## src/rtl/dp_dtm.sv

```systemverilog
// JTAG debug transport: 16-state TAP, parametrised IR, IDCODE/DTMCS/DMI/BYPASS registers.
// DMI scans become valid/ready requests; responses update the captured status.
module dp_dtm #(
  parameter int unsigned ABITS     = 7,
  parameter int unsigned IR_LEN    = 5,
  parameter logic [31:0] IDCODE    = 32'h1000_700F,
  parameter int unsigned IDLE_HINT = 1
) (
  input  logic             tck,
  input  logic             trst,
  input  logic             tms,
  input  logic             tdi,
  output logic             tdo,
  output logic             tdo_en,
  output logic             dmi_req_valid,
  input  logic             dmi_req_ready,
  output logic [ABITS-1:0] dmi_req_addr,
  output logic [31:0]      dmi_req_data,
  output logic [1:0]       dmi_req_op,
  input  logic             dmi_rsp_valid,
  output logic             dmi_rsp_ready,
  input  logic [31:0]      dmi_rsp_data,
  input  logic [1:0]       dmi_rsp_op
);

  localparam int unsigned DRW = ABITS + 34;
  localparam logic [IR_LEN-1:0] IR_IDC = IR_LEN'(1);
  localparam logic [IR_LEN-1:0] IR_DTM = IR_LEN'(16);
  localparam logic [IR_LEN-1:0] IR_DMI = IR_LEN'(17);
  localparam logic [2:0] IDLE3 = 3'(IDLE_HINT);
  localparam logic [5:0] ABITS6 = 6'(ABITS);

  typedef enum logic [3:0] {
    TLR, RTI, SEL_DR, CAP_DR, SH_DR, EX1_DR, PAU_DR, EX2_DR, UPD_DR,
    SEL_IR, CAP_IR, SH_IR, EX1_IR, PAU_IR, EX2_IR, UPD_IR
  } tap_e;

  typedef enum logic [1:0] {DR_BYP, DR_IDC, DR_DTM, DR_DMI} dr_sel_e;

  tap_e              state_q, state_d;
  logic [IR_LEN-1:0] ir_q, ir_d, ir_sr_q, ir_sr_d;
  logic [DRW-1:0]    dr_sr_q, dr_sr_d;
  logic              req_vld_q, req_vld_d;
  logic [ABITS-1:0]  addr_q, addr_d;
  logic [31:0]       data_q, data_d;
  logic [1:0]        op_q, op_d;
  logic              busy_q, busy_d;
  logic [1:0]        stat_q, stat_d;
  logic [31:0]       rdata_q, rdata_d;
  dr_sel_e           dr_sel;
  logic [1:0]        dmi_status;
  logic [1:0]        upd_op;

  always_comb begin
    state_d = state_q;
    case (state_q)
      TLR:     state_d = tms ? TLR    : RTI;
      RTI:     state_d = tms ? SEL_DR : RTI;
      SEL_DR:  state_d = tms ? SEL_IR : CAP_DR;
      CAP_DR:  state_d = tms ? EX1_DR : SH_DR;
      SH_DR:   state_d = tms ? EX1_DR : SH_DR;
      EX1_DR:  state_d = tms ? UPD_DR : PAU_DR;
      PAU_DR:  state_d = tms ? EX2_DR : PAU_DR;
      EX2_DR:  state_d = tms ? UPD_DR : SH_DR;
      UPD_DR:  state_d = tms ? SEL_DR : RTI;
      SEL_IR:  state_d = tms ? TLR    : CAP_IR;
      CAP_IR:  state_d = tms ? EX1_IR : SH_IR;
      SH_IR:   state_d = tms ? EX1_IR : SH_IR;
      EX1_IR:  state_d = tms ? UPD_IR : PAU_IR;
      PAU_IR:  state_d = tms ? EX2_IR : PAU_IR;
      EX2_IR:  state_d = tms ? UPD_IR : SH_IR;
      UPD_IR:  state_d = tms ? SEL_DR : RTI;
      default: state_d = TLR;
    endcase
  end

  always_comb begin
    dr_sel = DR_BYP;
    if (ir_q == IR_IDC)      dr_sel = DR_IDC;
    else if (ir_q == IR_DTM) dr_sel = DR_DTM;
    else if (ir_q == IR_DMI) dr_sel = DR_DMI;
  end

  assign dmi_status = (stat_q != 2'd0) ? stat_q : (busy_q ? 2'd3 : 2'd0);
  assign upd_op     = dr_sr_q[1:0];

  always_comb begin
    ir_d      = ir_q;
    ir_sr_d   = ir_sr_q;
    dr_sr_d   = dr_sr_q;
    req_vld_d = req_vld_q;
    addr_d    = addr_q;
    data_d    = data_q;
    op_d      = op_q;
    busy_d    = busy_q;
    stat_d    = stat_q;
    rdata_d   = rdata_q;

    case (state_q)
      TLR:    ir_d = IR_IDC;
      CAP_IR: ir_sr_d = IR_LEN'(1);
      SH_IR:  ir_sr_d = {tdi, ir_sr_q[IR_LEN-1:1]};
      UPD_IR: ir_d = ir_sr_q;
      CAP_DR: begin
        dr_sr_d = '0;
        case (dr_sel)
          DR_IDC:  dr_sr_d[31:0] = IDCODE;
          DR_DTM:  dr_sr_d[31:0] = {14'b0, 3'b0, IDLE3, stat_q, ABITS6, 4'd1};
          DR_DMI:  dr_sr_d = {addr_q, rdata_q, dmi_status};
          default: dr_sr_d = '0;
        endcase
      end
      SH_DR: begin
        case (dr_sel)
          DR_IDC, DR_DTM: dr_sr_d = {{(DRW-32){1'b0}}, tdi, dr_sr_q[31:1]};
          DR_DMI:         dr_sr_d = {tdi, dr_sr_q[DRW-1:1]};
          default:        dr_sr_d = {{(DRW-1){1'b0}}, tdi};
        endcase
      end
      default: ;
    endcase

    // Handshakes resolve before any Update-DR on the same edge sees busy/dmistat.
    if (req_vld_q && dmi_req_ready) req_vld_d = 1'b0;
    if (dmi_rsp_valid && busy_q) begin
      rdata_d = dmi_rsp_data;
      busy_d  = 1'b0;
      if (dmi_rsp_op[1] && stat_q == 2'd0) stat_d = dmi_rsp_op;
    end

    if (state_q == UPD_DR) begin
      if (dr_sel == DR_DTM) begin
        if (dr_sr_q[16]) stat_d = 2'd0;
        if (dr_sr_q[17]) begin
          stat_d    = 2'd0;
          busy_d    = 1'b0;
          req_vld_d = 1'b0;
        end
      end else if (dr_sel == DR_DMI && (upd_op == 2'd1 || upd_op == 2'd2)) begin
        if (stat_d != 2'd0) begin
          stat_d = stat_d;
        end else if (busy_d) begin
          stat_d = 2'd3;
        end else begin
          addr_d    = dr_sr_q[DRW-1:34];
          data_d    = dr_sr_q[33:2];
          op_d      = upd_op;
          req_vld_d = 1'b1;
          busy_d    = 1'b1;
        end
      end
    end
  end

  always_ff @(posedge tck or posedge trst) begin
    if (trst) begin
      state_q   <= TLR;
      ir_q      <= IR_IDC;
      ir_sr_q   <= '0;
      dr_sr_q   <= '0;
      req_vld_q <= 1'b0;
      addr_q    <= '0;
      data_q    <= '0;
      op_q      <= '0;
      busy_q    <= 1'b0;
      stat_q    <= '0;
      rdata_q   <= '0;
    end else begin
      state_q   <= state_d;
      ir_q      <= ir_d;
      ir_sr_q   <= ir_sr_d;
      dr_sr_q   <= dr_sr_d;
      req_vld_q <= req_vld_d;
      addr_q    <= addr_d;
      data_q    <= data_d;
      op_q      <= op_d;
      busy_q    <= busy_d;
      stat_q    <= stat_d;
      rdata_q   <= rdata_d;
    end
  end

  assign tdo_en        = (state_q == SH_DR) || (state_q == SH_IR);
  assign tdo           = !tdo_en ? 1'b0 : ((state_q == SH_IR) ? ir_sr_q[0] : dr_sr_q[0]);
  assign dmi_req_valid = req_vld_q;
  assign dmi_req_addr  = addr_q;
  assign dmi_req_data  = data_q;
  assign dmi_req_op    = op_q;
  assign dmi_rsp_ready = 1'b1;

endmodule

```

## config.mk

```make
export PLATFORM = sky130hd
export DESIGN_NAME = dp_dtm
export DESIGN_NICKNAME = d
export VERILOG_FILES = /design/src/rtl/dp_dtm.sv
export SDC_FILE = /design/constraint.sdc
export NUM_CORES = 1
export LEC_CHECK = 0
export CAP_MARGIN = 0
export CORE_MARGIN = 3
export CORE_UTILIZATION = 50
export DETAILED_ROUTE_END_ITERATION = 12
export PLACE_DENSITY = 0.81
export SYNTH_ARGS = -nofsm -noshare
export SYNTH_HDL_FRONTEND = slang
export SYNTH_SLANG_ARGS = --single-unit
```

## constraint.sdc

```tcl
create_clock -name tck -period 6.05 [get_ports tck]
set_input_delay 1.5125 -clock tck [delete_from_list [all_inputs] [get_ports tck]]
set_output_delay 1.5125 -clock tck [all_outputs]
set_load 0.005 [all_outputs]
```

# [Word-level counts from Yosys, hierarchy flattened]
# Index checks and enable logic that the tools add are counted.
[word_totals] reg_bits=132 output_inout_bits=45
[classes] muxes=48 n_eq_ne=23 n_reduce_logical=18 bitwise_logic=3
[op_table] operator="$pmux 41 s2" n=2
[op_table] operator="$pmux 32 s3" n=1
[op_table] operator="$pmux 4 s12" n=1
[op_table] operator="$mux 2" n=17
[op_table] operator="$eq 4x4->1 const B" n=8
[op_table] operator="$pmux 5 s2" n=2
[op_table] operator="$mux 1" n=18
[op_table] operator="$eq 4x3->1 const B" n=4
[op_table] operator="$mux 4" n=4
[op_table] operator="$eq 5x5->1 const B" n=2
[op_table] operator="$reduce_bool 2->1" n=5
[op_table] operator="$mux 9" n=1
[op_table] operator="$eq 4x2->1 const B" n=2
[op_table] operator="$eq 2x2->1 const B" n=3
[op_table] operator="$mux 3" n=2
[op_table] operator="$reduce_or 2->1" n=3
[op_table] operator="$eq 5x1->1 const B" n=1
[op_table] operator="$reduce_and 5->1" n=1
[op_table] operator="$eq 2x1->1 const B" n=2
[op_table] operator="$eq 4x1->1 const B" n=1
[op_table] operator="$logic_and 1x1->1" n=4
[op_table] operator="$logic_not 4->1" n=1
[op_table] operator="$not 1->1" n=3
[op_table] operator="$reduce_or 3->1" n=1
[op_table] operator="2 further kinds" n=3

# [Logic depth before layout (Yosys ltp)]
# Gate-level depths: netlist of run 1.
[logic_depth] depth_word=9 depth_mapped=7

# [Least setup slack after synthesis of run 1]
# OpenSTA, ideal clock, no wires.
[synth_path] path_kind="flip-flop to output port" from="register state_q[0]" to="output port tdo_en" path_buffers=3 setup_slack_ns=3.025 t_required_ns=4.537 path_stages_with_launch=6 t_arrival_ns=1.513 cell_sequence="dfrtp_1 -> buf_6 -> or4b_1 -> clkbuf_1 -> buf_1 -> o21ai_0"
[synth_via] elab_chain_cells=2 elab_cells_between_ends=3 classes_between="2 x eq/ne; 1 x reduce/logical"
[synth_rtl] item="from (decl)" line_no="40" rtl="tap_e state_q, state_d;"
[synth_rtl] item="from (signal assigned)" line_no="169" rtl="state_q <= state_d;"
[synth_rtl] item="$eq 4x3->1 / $eq 4x4->1 (equally long branches)" line_no="183" rtl="assign tdo_en = (state_q == SH_DR) || (state_q == SH_IR);"
[synth_rtl] item="$logic_or 1x1->1 (*)" line_no="183"
[synth_rtl] item="to (decl)" line_no="14" rtl="output logic tdo_en,"
# Every way passes the cells marked *; elsewhere a longest branch is shown, timed or not.

# [Worst setup path after layout of run 1]
[layout_path] from="register state_q[1]" to="output port tdo_en"
# The elaborated chain is that of the path after synthesis.

==> results of run 1 <==
==> final timing paths <==
kind	start	endpoint	slack (ns)	cells after the start
worst max-delay path	state_q[1]$_DFF_PP0_	tdo_en	1.75	3
worst min-delay path	dr_sr_q[25]$_DFFE_PP0P_	dr_sr_q[25]$_DFFE_PP0P_	0.50	2
worst max register to register	state_q[1]$_DFF_PP0_	dr_sr_q[3]$_DFFE_PP0P_	2.95	4
worst min register to register	dr_sr_q[25]$_DFFE_PP0P_	dr_sr_q[25]$_DFFE_PP0P_	0.50	2
max in group asynchronous	trst	ir_sr_q[4]$_DFFE_PP0N_	3.43	3
min in group asynchronous	trst	rdata_q[5]$_DFFE_PP0N_	1.61	2
==> layout make-up <==
| cell class | count | share of cell area |
|---|---|---|
| Clock buffer | 19 | 0.0613 |
| Multi-Input combinational cell | 319 | 0.320 |
| Tap cell | 140 | 0.0237 |
| Sequential cell | 132 | 0.447 |
| Clock inverter | 13 | 0.0244 |
| Inverter | 10 | 0.00542 |
| Timing Repair Buffer | 89 | 0.119 |
==> synth_stat cells, types with 2 or more instances <==
cell	number
buf_6	5
a22oi_1	21
nor2b_1	2
a221o_1	2
nor3_2	2
dfrtp_1	131
mux2i_1	11
o21ai_0	36
nor3_1	8
nand3b_1	2
o22ai_1	5
nand2_1	74
a31oi_1	7
nor2_1	23
mux2_2	35
clkbuf_1	19
nand3_1	2
buf_1	5
inv_1	10
and3_1	2
or3_1	3
xnor2_1	2
a21oi_1	17
mux2_4	39
buf_2	3
==> metal layers <==
layer | wire length, um | vias to the layer above
met5 | 0 | -
met4 | 166 | 0
met3 | 615 | 16
met2 | 6590 | 127
met1 | 5780 | 2051
li1 | - | 1896
==> worst max-delay path, cell delays in order, from the launching register on <==
cell	delay, ns
dfrtp_1	0.61
or4b_1	0.98
o21ai_0	0.24
clkdlybuf4s50_1	0.55
==> power by group through the flow <==
stage | Sequential, mW | Clock [mW] | Combinational [mW]
2_1_floorplan | 1.12 | 0 | 0.466
3_3_place_gp | 1.19 | 0 | 0.550
3_5_place_dp | 1.21 | 0 | 0.573
4_1_cts | 1.19 | 1.10 | 0.579
5_1_grt | 1.22 | 1.14 | 0.643
6_report | 1.20 | 1.08 | 0.578
==> per-stage QoR <==
step / hold slack (ns) / setup slack, ns / instance area [um2] / std cells
floorplan: 0.461 / 1.01 / 5870 / 494
global placement: 0.475 / 2.25 / 6760 / 690
detailed placement: 0.484 / 2.23 / 6760 / 690
CTS: 0.500 / 1.75 / 7390 / 722
global route: 0.524 / 1.64 / 7390 / 722
finish: 0.501 / 1.75 / 7390 / 722
==> logic make-up after synthesis <==
logic type	share of synthesized area
compound gates	0.103
xor+xnor	0.00299
buf+inv	0.0352
flops	0.563
mux	0.186
other cells	0.000639
simple gates	0.110
==> sequential cells by signal (all words and copies together) (netlist names) <==
signal / flops
dmi_req_op: 2
busy_q: 1
ir_sr_q: 5
stat_q: 2
dmi_req_valid: 1
ir_q: 5
state_q: 4
dmi_req_data: 32
dmi_req_addr: 7
dr_sr_q: 41
rdata_q: 32
==> reports/results.txt, run 1 <==
WP data arrival - 2.79 ns
Clock Latency Late Sink - 0.41 ns
Initial antenna violation count - 0
Multi-input gate area - 2360 um2
Worst-margin pin slew - 1.23 ns
# nets final - 609
CTS tree - built
RSZ-0062 raised after global routing - false
Largest net degree at the start of global routing - 68
Routing usage on met2 - 0.351
Ys async rst share - 1.00
Hold Vio Cnt, Final - 0
Num CTS Buffers - 17
Clk buf depth - 2
FMAX - 233 MHz
Crit-path max FO - 21
Most used flip-flop cell after synthesis - dfrtp_1
P per Cell Area - 387 nW/um2
Max transition margin - 0.178
Root Driver - clkbuf_16
Total track usage - 0.216
Total power - 2.86 mW
Netlist cell types - 53
Synth Register Bits - 132
IO Pins - 85
Required time of the critical path - 4.54 ns
Vias per Instance - 5.66
Clock power share - 0.379
Shortest period the worst path allows - 4.30 ns
Internal power - 2.00 mW
GRT met1 Usage - 0.292
TritonRoute pass-1 iters - 5
Row cnt - 38
Commonest non-fill, non-tap cell in the layout - dfrtp_1
Leak Pwr - 3.52 nW
Top-area cell type share of the netlist area - 0.559
Avg Inst Size Synth - 11.9 um2
Status - completed
Routability cong. - 0.850
Share of cells above drive strength 1 - 0.213
Reg power frac - 0.419
Antenna-violating nets left - 0
Synth Cell Area - 5870 um2
Reg area - 3300 um2
# fillers - 805
Final Max Slew Viols - 0
Synth area leader - dfrtp_1
Register area share after synthesis - 0.563
Layout area overhead - 26.0%
Die Y-Extent - 114 um
Initial detailed-routing violation count - 300
Syn_nets - 534
Core outline area - 11200 um2
Total number of yosys warnings - 0
Post-Synthesis Cells - 494
Global-route wire length before repair - 22.0 mm
Port bufs - 83
Vias - 4090
Max Cap Viol - 0
Worst vdd ir - 370 uV
Antenna cells - 0
Worst setup SP type - flop
Wire per inst - 18.2 um
Total routed wirelength - 13.1 mm
Combinational share of power - 0.202
Post-CTS Resized - 0
Final setup vio count - 0
TNS Setup - 0 ns
Most frequent cells in the layout - dfrtp_1 (131), clkdlybuf4s50_1 (83), nand2_1 (74)
DRC Markers - 0
Worst Hold Class - reg -> reg
Die width - 114 um
Met3 Usage GRT - 0.0523
Critical Path End Type - output port
Overflow after GRT - 0
DP HPWL - 8.81 mm
Clock transition at path regs - 0.06 ns
Critical path type - reg -> out
Vias in the first global route - 4144
Sw Pwr - 864 uW
Core Util, Final - 0.661
DIE AREA - 13100 um2
Post-synth EDFFs - 0
Tcrit/Tclk final - 0.710
Post-CTS Setup Repair Bufs - 0
Sw Share - 0.302
Leading post-synthesis cells by cell area - dfrtp_1 (56%), mux2_4 (10%), mux2_2 (6.7%), nand2_1 (4.7%), o21ai_0 (3.1%)
Initial Util - 0.525
GR peak layer - met2
Setup Skew - 0.00839 ns
CTS H-tree lvls - 4
CTS Sinks - 132
Count of hold buffers inserted by post-cts repair - 0
(Power assumes the default switching activity.)
==> run 2: changes to the inputs <==
==> constraint.sdc (replaced) <==
create_clock -name tck -period 4.3 [get_ports tck]
set_input_delay 1.075 -clock tck [delete_from_list [all_inputs] [get_ports tck]]
set_output_delay 1.075 -clock tck [all_outputs]
set_load 0.005 [all_outputs]
==> run 2 against run 1 <==
  * Flip-flop and latch count did not move
  * First-iteration DRC count rose by 18%
  * Critical path type unchanged
  * Clock skew rose by 0.0015 ns
  * Wire length rose by 7.5%
  * Non-clock buffer count rose by 3
  * Critical endpoint is now tdo
  * Core utilization rose by 0.40 points
==> reports/results.txt, run 2 (same netlist as run 1, synthesis figures left out) <==
Worst Hold Class - reg -> reg
Global-route wire length before repair - 23.4 mm
Initial antenna violation count - 0
Crit-path max FO - 21
Max Cap Viol - 0
R2R setup slack - 1.41 ns
Core outline area - 11200 um2
Largest register FFs - 41
Clk buf depth - 2
Worst r2r src - state_q[1]$_DFF_PP0_
Die width - 114 um
Critical Path End Type - output port
RSZ-0062 raised after global routing - false
Total power - 4.08 mW
DP Area - 6790 um2
CTS Sinks - 132
P per Cell Area - 549 nW/um2
Vias - 4187
Root Driver - clkbuf_16
Final Cell Area - 7440 um2
Initial Util - 0.525
Critical path type - reg -> out
Wire per inst - 19.5 um
Largest register by flop count - dr_sr_q
Count of hold buffers inserted by post-cts repair - 0
Cells after DPL - 693
Max transition margin - 0.203
Shortest period the worst path allows - 3.54 ns
CTS H-tree lvls - 4
Status - completed
Worst Setup EP - tdo
CTS tree - built
Vias in the first global route - 4524
DRC Markers - 0
Required time of the critical path - 3.22 ns
Commonest non-fill, non-tap cell in the layout - dfrtp_1
Tcrit/Tclk final - 0.823
TritonRoute pass-1 iters - 5
Clock Latency Late Sink - 0.42 ns
Antenna-violating nets left - 0
Worst-margin pin slew - 1.20 ns
Total routed wirelength - 14.1 mm
Post-CTS Setup Repair Bufs - 0
Die Y-Extent - 114 um
Port bufs - 83
IO Pins - 85
WP data arrival - 2.46 ns
Routability cong. - 0.864
FF-to-FF End - dr_sr_q[1]$_DFFE_PP0P_
Final setup vio count - 0
# fillers - 763
Setup Skew - 0.00993 ns
DIE AREA - 13100 um2
Antenna cells - 0
Num CTS Buffers - 17
Total track usage - 0.232
Layout area overhead - 26.7%
TNS Setup - 0 ns
Row cnt - 38
Clock transition at path regs - 0.06 ns
Worst vdd ir - 381 uV
Worst setup SP type - flop
Vias per Instance - 5.78
Hold Vio Cnt, Final - 0
Register-to-Register Path Depth - 5
Final Max Slew Viols - 0
Final cell count without fillers - 725
Most frequent cells in the layout - dfrtp_1 (131), clkdlybuf4s50_1 (83), nand2_1 (74)
Share of cells above drive strength 1 - 0.217
Core Util, Final - 0.666
Critical Path Start - state_q[1]$_DFF_PP0_
FMAX - 283 MHz
Overflow after GRT - 0
DP HPWL - 9.22 mm
Largest net degree at the start of global routing - 59
Post-CTS Resized - 0
Initial detailed-routing violation count - 355
Leak Pwr - 3.53 nW
# nets final - 612
-- run 2: changes by cell type in the layout (fill, tap and decap cells not counted), sizes merged --
| cell | change |
|---|---|
| clkbuf | -1 |
| clkinvlp | +1 |
| buf | +3 |
-- run 2: area by class of cell --
type | count | area (um2) | area share
repair buffers | 92 | 911 | 0.122
clock inverters | 14 | 203 | 0.0273
well taps | 140 | 175 | 0.0236
inverters | 10 | 41.3 | 0.00555
clock buffers | 18 | 439 | 0.0591
flip-flops and latches | 132 | 3300 | 0.444
multi-input cells | 319 | 2360 | 0.318
-- run 2: critical path, cell delays in order (launching register included) --
cell and delay, ns:
dfrtp_1 0.74, nand3_1 0.45, nor2_1 0.20, a22o_1 0.15
clkdlybuf4s50_1 0.50
-- run 2: metrics by stage --
stage	setup slack, ns	hold WS, ns
final	0.763	0.501
after CTS	0.772	0.501
after global placement	1.38	0.475
after floorplan	1.59	0.461
after global routing	0.546	0.523
after detailed placement	1.24	0.483
-- run 2: worst min path at each step --
stage	startpoint	to	slack [ns]	cells past startpoint
after detailed placement	dr_sr_q[22]$_DFFE_PP0P_	dr_sr_q[22]$_DFFE_PP0P_	0.48	2
after global routing	rdata_q[14]$_DFFE_PP0N_	rdata_q[14]$_DFFE_PP0N_	0.52	1
final	dr_sr_q[21]$_DFFE_PP0P_	dr_sr_q[21]$_DFFE_PP0P_	0.50	2
after global placement	dr_sr_q[21]$_DFFE_PP0P_	dr_sr_q[21]$_DFFE_PP0P_	0.47	2
after CTS	dr_sr_q[21]$_DFFE_PP0P_	dr_sr_q[21]$_DFFE_PP0P_	0.50	2
after floorplan	dr_sr_q[15]$_DFFE_PP0P_	dr_sr_q[15]$_DFFE_PP0P_	0.46	2
-- run 2: metal layers --
metal / GRT usage / vias up / wire [um]
li1: - / 1900 / -
met1: 0.291 / 2104 / 5800
met2: 0.388 / 163 / 7360
met3: 0.0529 / 20 / 714
met4: 0.0958 / 0 / 257
met5: 0 / - / 0
-- run 2: report_power, final --
part	internal, mW	switching, mW
combinational	0.372	0.465
sequential	1.45	0.246
clock	0.993	0.562
total	2.81	1.27
==> run 3: changes to the inputs <==
--- a/config.mk
+++ b/config.mk
@@ -7,9 +7,9 @@
 export LEC_CHECK = 0
 export CAP_MARGIN = 0
 export CORE_MARGIN = 3
-export CORE_UTILIZATION = 50
+export CORE_UTILIZATION = 49
 export DETAILED_ROUTE_END_ITERATION = 12
-export PLACE_DENSITY = 0.81
+export PLACE_DENSITY = 0.83
 export SYNTH_ARGS = -nofsm -noshare
 export SYNTH_HDL_FRONTEND = slang
 export SYNTH_SLANG_ARGS = --single-unit
==> constraint.sdc (replaced) <==
create_clock -name tck -period 3.2 [get_ports tck]
set_input_delay 0.8 -clock tck [delete_from_list [all_inputs] [get_ports tck]]
set_output_delay 0.8 -clock tck [all_outputs]
set_load 0.005 [all_outputs]
==> run 3 against run 2 <==
  * Final area up 0.54%
  * Count of clock-buffer cells in the layout unchanged
  * Flip-flop and latch count unchanged
  * Power up 34%
  * Critical path depth down 1
  * Via count down 2.0%
  * First-iteration DRC count down 20%
  * Combinational power up 41%
  * Sequential share of layout area down 0.24 points
==> reports/results.txt, run 3 (same netlist as run 1, synthesis figures left out) <==
Status - completed
Num CTS Buffers - 17
Critical path's largest stage delay - 0.59 ns
Worst r2r src - state_q[3]$_DFF_PP0_
Routing usage on met2 - 0.348
Root Driver - clkbuf_16
Global-route wire length before repair - 21.4 mm
Core Util, Final - 0.646
Final setup vio count - 0
Clock Latency Late Sink - 0.41 ns
RSZ-0062 raised after global routing - false
DRC Markers - 0
Largest register by flop count - dr_sr_q
Clock transition at path regs - 0.06 ns
DIE AREA - 13300 um2
Crit-path slowest cell - or4b_1
Antenna-violating nets left - 0
Vias - 4102
Clock power share - 0.382
Wire per inst - 17.8 um
Port bufs - 83
DP HPWL - 8.44 mm
Critical Path End Type - output port
Worst-margin pin slew - 0.692 ns
CTS tree - built
Worst vdd ir - 337 uV
P per Cell Area - 734 nW/um2
Vias in the first global route - 4196
IO Pins - 85
Total routed wirelength - 13.0 mm
Die width - 115 um
Total track usage - 0.207
Layout area overhead - 27.4%
Largest net degree at the start of global routing - 133
Sw Share - 0.298
Combinational share of power - 0.215
Crit-path cells - or4b_1 -> o21ai_0 -> clkdlybuf4s50_1
TritonRoute pass-1 iters - 5
Clk buf depth - 2
Share of cells above drive strength 1 - 0.223
Hold Vio Cnt, Final - 0
GR peak layer - met2
Met3 Usage GRT - 0.0402
Largest register FFs - 41
Antenna cells - 0
WP data arrival - 2.29 ns
Routability cong. - 0.810
HP Start - dr_sr_q[25]$_DFFE_PP0P_
# fillers - 891
Post-CTS Setup Repair Bufs - 0
Worst setup SP type - flop
Overflow after GRT - 0
Tcrit/Tclk final - 0.965
Shortest period the worst path allows - 3.09 ns
# nets final - 615
Internal power - 3.85 mW
GRT met1 Usage - 0.267
Sw Pwr - 1.64 mW
Critical Path Start - state_q[3]$_DFF_PP0_
Final Max Slew Viols - 0
Die Y-Extent - 115 um
Worst Hold Class - reg -> reg
Most frequent cells in the layout - dfrtp_1 (131), clkdlybuf4s50_1 (83), nand2_1 (74)
Initial antenna violation count - 0
Fin Hold WS - 0.493 ns
Initial Util - 0.507
Leak Pwr - 3.55 nW
Fin worst setup slack - 0.113 ns
CTS H-tree lvls - 4
TNS Setup - 0 ns
FMAX - 324 MHz
CTS Sinks - 132
Initial detailed-routing violation count - 283
Required time of the critical path - 2.40 ns
Critical path type - reg -> out
Crit-path max FO - 18
Pre-CTS worst setup slack - 0.499 ns
Row cnt - 39
Core outline area - 11600 um2
Vias per Instance - 5.61
Max transition margin - 0.539
Reg power frac - 0.403
Setup Skew - 0.00930 ns
Final cell count without fillers - 731
Cells after DPL - 699
Max Cap Viol - 0
Commonest non-fill, non-tap cell in the layout - dfrtp_1
[run 3: power groups by stage]
stage	Combinational (mW)	Clock, mW	Sequential (mW)
floorplan	0.881	0	2.11
global placement	1.13	0	2.20
detailed placement	1.17	0	2.23
CTS	1.18	2.13	2.20
global route	1.31	2.20	2.25
finish	1.18	2.10	2.21
[run 3: routing by layer]
metal | part of all wire | up-vias
li1 | - | 1913
met1 | 0.44 | 2049
met2 | 0.50 | 123
met3 | 0.045 | 17
met4 | 0.014 | 0
met5 | 0 | -
[run 3: through the flow]
step | instance area [um2] | total power, mW
2_1_floorplan | 5870 | 2.99
3_3_place_gp | 6830 | 3.33
3_5_place_dp | 6830 | 3.40
4_1_cts | 7470 | 5.52
5_1_grt | 7480 | 5.76
6_report | 7480 | 5.49
[run 3: layout make-up]
class | count | area (um2) | area share
inverters | 10 | 41.3 | 0.00552
multi-input cells | 319 | 2370 | 0.317
flip-flops and latches | 132 | 3300 | 0.442
clock inverters | 14 | 209 | 0.0279
repair buffers | 95 | 946 | 0.127
well taps | 143 | 179 | 0.0239
clock buffers | 18 | 429 | 0.0574
[run 3: worst paths after layout]
path	to	slack, ns	cells past startpoint
setup reg to reg	dmi_req_data[8]$_DFFE_PP0P_	0.70	5
max in group asynchronous	rdata_q[26]$_DFFE_PP0N_	1.75	3
min in group asynchronous	rdata_q[3]$_DFFE_PP0N_	0.94	3
hold reg to reg	dr_sr_q[25]$_DFFE_PP0P_	0.49	2
hold / removal	dr_sr_q[25]$_DFFE_PP0P_	0.49	2
setup / recovery	tdo_en	0.11	3
[run 3: what timing repair did]
action,in CTS,in global routing
gates resized for setup,0,2
hold endpoints to repair,0,0
endpoints found under the setup margin,0,2
hold buffers,0,0
[run 3: worst max-delay path, delay by kind of cell (launching register included)]
family,cells,cell delay (ns)
AO/OA/AOI/OAI,1,0.16
buffers and inverters,1,0.56
flip-flops,1,0.56
AND/OR/NAND/NOR,1,0.59
